[config.mk]
export PLATFORM = sky130hd
export DESIGN_NAME = demux_1x8_stream
export DESIGN_NICKNAME = d
export VERILOG_FILES = /design/src/rtl/demux_1x8_stream.sv
export SDC_FILE = /design/constraint.sdc
export NUM_CORES = 1
export LEC_CHECK = 0
export ABC_AREA = 1
export ABC_CLOCK_PERIOD_IN_PS = 3000
export CORE_MARGIN = 2
export CORE_UTILIZATION = 49
export DETAILED_ROUTE_END_ITERATION = 12
export DONT_BUFFER_PORTS = 1
export PLACE_DENSITY_LB_ADDON = 0.1
export RECOVER_POWER = 25
export SYNTH_ARGS = -nofsm -noshare
export SYNTH_HDL_FRONTEND = slang
export SYNTH_SLANG_ARGS = --single-unit
[constraint.sdc]
create_clock -name clk -period 3 [get_ports clk]
set_clock_uncertainty 0.2 [all_clocks]
set_input_delay 0.15 -clock clk [delete_from_list [all_inputs] [get_ports clk]]
set_output_delay 0.15 -clock clk [all_outputs]
set_load 0.1 [all_outputs]
[src/rtl/demux_1x8_stream.sv]
// Registered 1-to-8 stream demultiplexer with one-entry output register per channel.
// Unicast goes to one channel, broadcast to all eight at once; acc_cnt counts accepted transfers.
module demux_1x8_stream #(
    parameter int WIDTH = 8,
    parameter int CNT_W = 8
) (
    input  logic                 clk,
    input  logic                 rst,
    input  logic [WIDTH-1:0]     in_data,
    input  logic [2:0]           in_sel,
    input  logic                 in_bcast,
    input  logic                 in_valid,
    output logic                 in_ready,
    output logic [8*WIDTH-1:0]   out_data,
    output logic [7:0]           out_valid,
    input  logic [7:0]           out_ready,
    output logic [CNT_W-1:0]     acc_cnt
);

    logic [7:0] free;
    logic [7:0] target;
    logic [7:0] load;
    logic       accept;

    // A channel can take new data when it is empty or being drained this cycle,
    // so out_ready reaches in_ready combinationally with no bubble.
    always_comb begin
        free     = ~out_valid | out_ready;
        target   = in_bcast ? 8'hFF : (8'h01 << in_sel);
        in_ready = in_bcast ? (&free) : free[in_sel];
        accept   = in_valid & in_ready;
        load     = accept ? target : 8'h00;
    end

    // Stage p1: per-channel output registers and the accept counter.
    always_ff @(posedge clk or posedge rst) begin
        if (rst) begin
            out_valid <= '0;
            out_data  <= '0;
            acc_cnt   <= '0;
        end else begin
            for (int k = 0; k < 8; k++) begin
                if (load[k]) begin
                    out_valid[k]                 <= 1'b1;
                    out_data[k*WIDTH +: WIDTH]   <= in_data;
                end else if (out_ready[k]) begin
                    out_valid[k] <= 1'b0;
                end
            end
            if (accept) begin
                acc_cnt <= acc_cnt + CNT_W'(1);
            end
        end
    end

endmodule

After elaboration in Yosys (flattened, before gate mapping)
Index checks and enable logic that the tools add are counted.
Word-level totals
  register bits: 80
  output and inout bits: 81
  logic and storage cells: 53
Operators by class
  magnitude comparators: 1
  bitwise logic cells: 3
  reduce and logical (&&, ||, !) cells: 9
  mux-type cells: 21
  add/sub/neg operators: 1
  shift operators: 1
Operator list (number)
  $mux 1: 18
  $mux 8: 2
  $reduce_bool 2->1: 8
  $add 8x1->8 const B: 1
  $not 8->8: 1
  $or 8x8->8: 1
  $reduce_and 8->1: 1
  $shl 1x3->8 const A: 1
  $lt 3x4->1 const B: 1
  $bmux 1 s3: 1
  $and 1x1->1: 1

Depth between registers and ports, before layout
  depth in word-level cells: 8
  gate-level depth with buffers: 12

Least setup slack after synthesis
No wires, ideal clock.
  path kind: reg2out
  start: register out_valid[4]
  end: output port in_ready
  stages on the path, launching flop included: 5
  data required time: 2.650 ns
  buffers on the path: 0
  setup slack: 0.403 ns
  arrival time: 2.247 ns
  cell sequence: dfrtp_1 -> nand2_1 -> nand4_1 -> o21ai_2 -> and2_1
On the way
  word-level cells in the longest chain between the ends: 5
  elaborated cells on any way between the ends: 6
Ends and longest elaborated chain
  start, declared: RTL line 15  | output logic [7:0] out_valid,
  start signal, assigned: RTL line 38  | out_valid <= '0;
  start signal, assigned by index: RTL line 44  | out_valid[k] <= 1'b1;
  start signal, assigned by index: RTL line 47  | out_valid[k] <= 1'b0;
  $not 8->8 (*): RTL line 28  | free = ~out_valid | out_ready;
  $or 8x8->8 (*): RTL line 28
  $bmux 1 s3: RTL line 30  | in_ready = in_bcast ? (&free) : free[in_sel];
  $mux 1 (not written as such): RTL line 30
  $mux 1 (*): RTL line 30
  end, declared: RTL line 13  | output logic in_ready,
Every way passes the cells marked *; elsewhere a longest branch is shown, timed or not. The select of a mux whose other input is x is not followed.

Final worst setup path
  start: register acc_cnt[2]
  end: register acc_cnt[7]
On the way
  word-level cells in the longest chain between the ends: 1
Ends and longest elaborated chain
  start, declared: RTL line 17  | output logic [CNT_W-1:0] acc_cnt
  start signal, assigned: RTL line 51  | acc_cnt <= acc_cnt + CNT_W'(1);
  $add 8x1->8: RTL line 51
Every way passes these cells.
A chain may end at the register's enable or synchronous reset.

==> out/results.ini <==
[status]
status=finished, violations left
violations=capacitance limit, slew limit

[job]
drv_cap=1

[clock_network]
clkLatencyLatePin_ns=0.34
clockRootBuffer=clkbuf_8
htreeDepth=3
cts_buffer_depth=2
clk_pin_slew_worst_paths_ns=0.08
cts_resized=0
cts_made_buffers=9
clock-sinks=80
cts_tree=built

[synth]
syn-instance-count=412
ys_ff_latch=80
synth_nets=436
synth_ff_type=dfrtp_1
synth_area_leaders=dfrtp_1 (58%), nand2_1 (25%), inv_1 (3.1%), nand4_1 (2.2%), o21ai_0 (1.7%)
yosysTopAreaCell=dfrtp_1
synth-async-reset-ratio_pct=100
synth.top_cells.by_count=nand2_1 (225), dfrtp_1 (80), inv_1 (28), nor2_1 (14)
synth_edf_count=0
yosysSeqAreaShare_pct=58.3
ys_warn_count=0
synth_area_sq_mm=0.00343
yosysUniqueCellTypes=21
avgSynthCellArea_sq_um=8.34
yosysTopAreaCellShare_pct=58.3
yosysMostFrequentCell=nand2_1

[final_layout]
nets=472
drive_gt1_share_pct=7.51
area_delta_synth_final_pct=16.2
diodes=0

[setup_path]
end_kind=register
worstPathRequired_ns=3.06
crit_type=register to register
path_max_fanout=5
start_kind=register
crit_arrival_ns=2.62

[sta]
slew_headroom_pct=-30.3
setup_ws_ns=0.437
fmax_mhz=390
final-setup-viol-count=0
fin_tns_setup_ns=0
worst_pin_slew_ns=1.95
hold_viol=0
min_period_ns=2.56
rsz0062_at_grt=no
fin_crit_sh_pct=85.4
maxSlewViolCount=81

[routing]
vias=2700
drt-initial-drc-count=210
vias_per_cell=4.92
routed_wirelength_mm=8.64
wl_per_cell_microns=15.7
drt-pass1-iter-count=4
ant_nets=0
drc=0

[global_routing]
grt_max_degree=81
grt_first_pass_wirelength_mm=13.8
grt_overflow=0
grt_pass1_vias=2615
grt_usage_pct=23.9
grt_antenna_before_repair=0

[min_path]
hold_path_class=input pin to register

[die]
fp.coreArea_sq_mm=0.00679
initial_core_util_pct=50.6
die_x_microns=87.7
rows=30
ios=104
die_height_microns=87.7
die_area_sq_mm=0.00769

[placed_design]
pre_cts_slack_ns=0.726
dpl.hpwl_mm=5.63
port_buffers=0
globalplace.congestion=0.853

-- metrics by stage --
| stage | util [%] | instances | instance area (sq um) | hold WS [ns] |
|---|---|---|---|---|
| final | 58.7 | 549 | 3990 | 0.00902 |
| after global placement | 53.4 | 515 | 3630 | 0.0614 |
| after detailed placement | 53.4 | 515 | 3630 | 0.0654 |
| after CTS | 59.7 | 549 | 4050 | 0.000412 |
| after global routing | 58.7 | 549 | 3990 | 0.0322 |
| after floorplan | - | 412 | 3430 | 0.108 |
-- worst max-delay path, cell delays in order, from the launching register on --
cell,delay (ns)
dfrtp_1,0.33
clkbuf_1,0.97
nand3_1,0.24
nor2_1,0.22
nand4_1,0.12
xnor2_1,0.20
inv_1,0.05
o21ai_0,0.14
-- final cells by class --
type | count | area [sq um]
Tap cell | 96 | 120
Inverter | 33 | 125
Multi-Input combinational cell | 288 | 1250
Fill cell | 638 | 2800
Clock inverter | 6 | 115
Clock buffer | 10 | 128
Sequential cell | 80 | 2000
Timing Repair Buffer | 36 | 253
-- metal layers --
layer	wire [microns]	part of all wire (%)	track usage, %	vias up
li1	-	-	-	1325
met2	3900	45	35.5	99
met4	66	0.76	6.43	0
met5	0	0	0	-
met3	792	9.2	9.05	6
met1	3880	45	33.2	1270
-- placed cells by master, fill, tap and decap left out, drive strengths merged --
master,synthesis,layout
nand3,4,4
nand2,225,225
o21ai,13,13
and2,1,1
clkinvlp,0,2
dlygate4sd3,0,18
xor2,1,1
buf,11,1
clkinv,0,1
inv,33,33
xnor2,6,6
ha,1,1
clkbuf,0,27
dfrtp,80,80
nand4,12,12
bufinv,0,3
nor2,22,22
a21oi,3,3
-- state kept, by name (all words and copies together) (netlist names) --
name,flops
acc_cnt,8
out_valid,8
out_data,64
-- timing repair --
| item | 4_1_cts | 5_1_grt |
|---|---|---|
| hold buffers | 18 | 0 |
| setup buffers | 0 | 0 |
| hold endpoints to repair | 152 | 0 |
-- worst paths after layout --
check                              from  slack, ns  cells after the start      endpoint
max                          acc_cnt[2]       0.44                      7    acc_cnt[7]
min                           in_sel[2]      0.009                      5   out_data[9]
max reg2reg                  acc_cnt[2]       0.44                      7    acc_cnt[7]
min reg2reg                out_valid[4]       0.34                      2  out_valid[4]
max in group asynchronous           rst       0.68                      3  out_data[36]
min in group asynchronous           rst       0.78                      3   out_data[7]
-- kinds of logic (layout without fill, tap and decap cells) --
group / after synthesis / count (layout) / share of synthesized area, %
adders and majority gates: 1 / 1 / 0.364
AOI/OAI and AO/OA: 16 / 16 / 2.44
and+or+nand+nor: 264 / 264 / 31.8
xor gates and xnor gates: 7 / 7 / 1.79
buffers and inverters: 44 / 85 / 5.36
DFF: 80 / 80 / 58.3
Power is not shown: default switching activity piles up to over one toggle a cycle in this logic, so the estimate is an artifact.
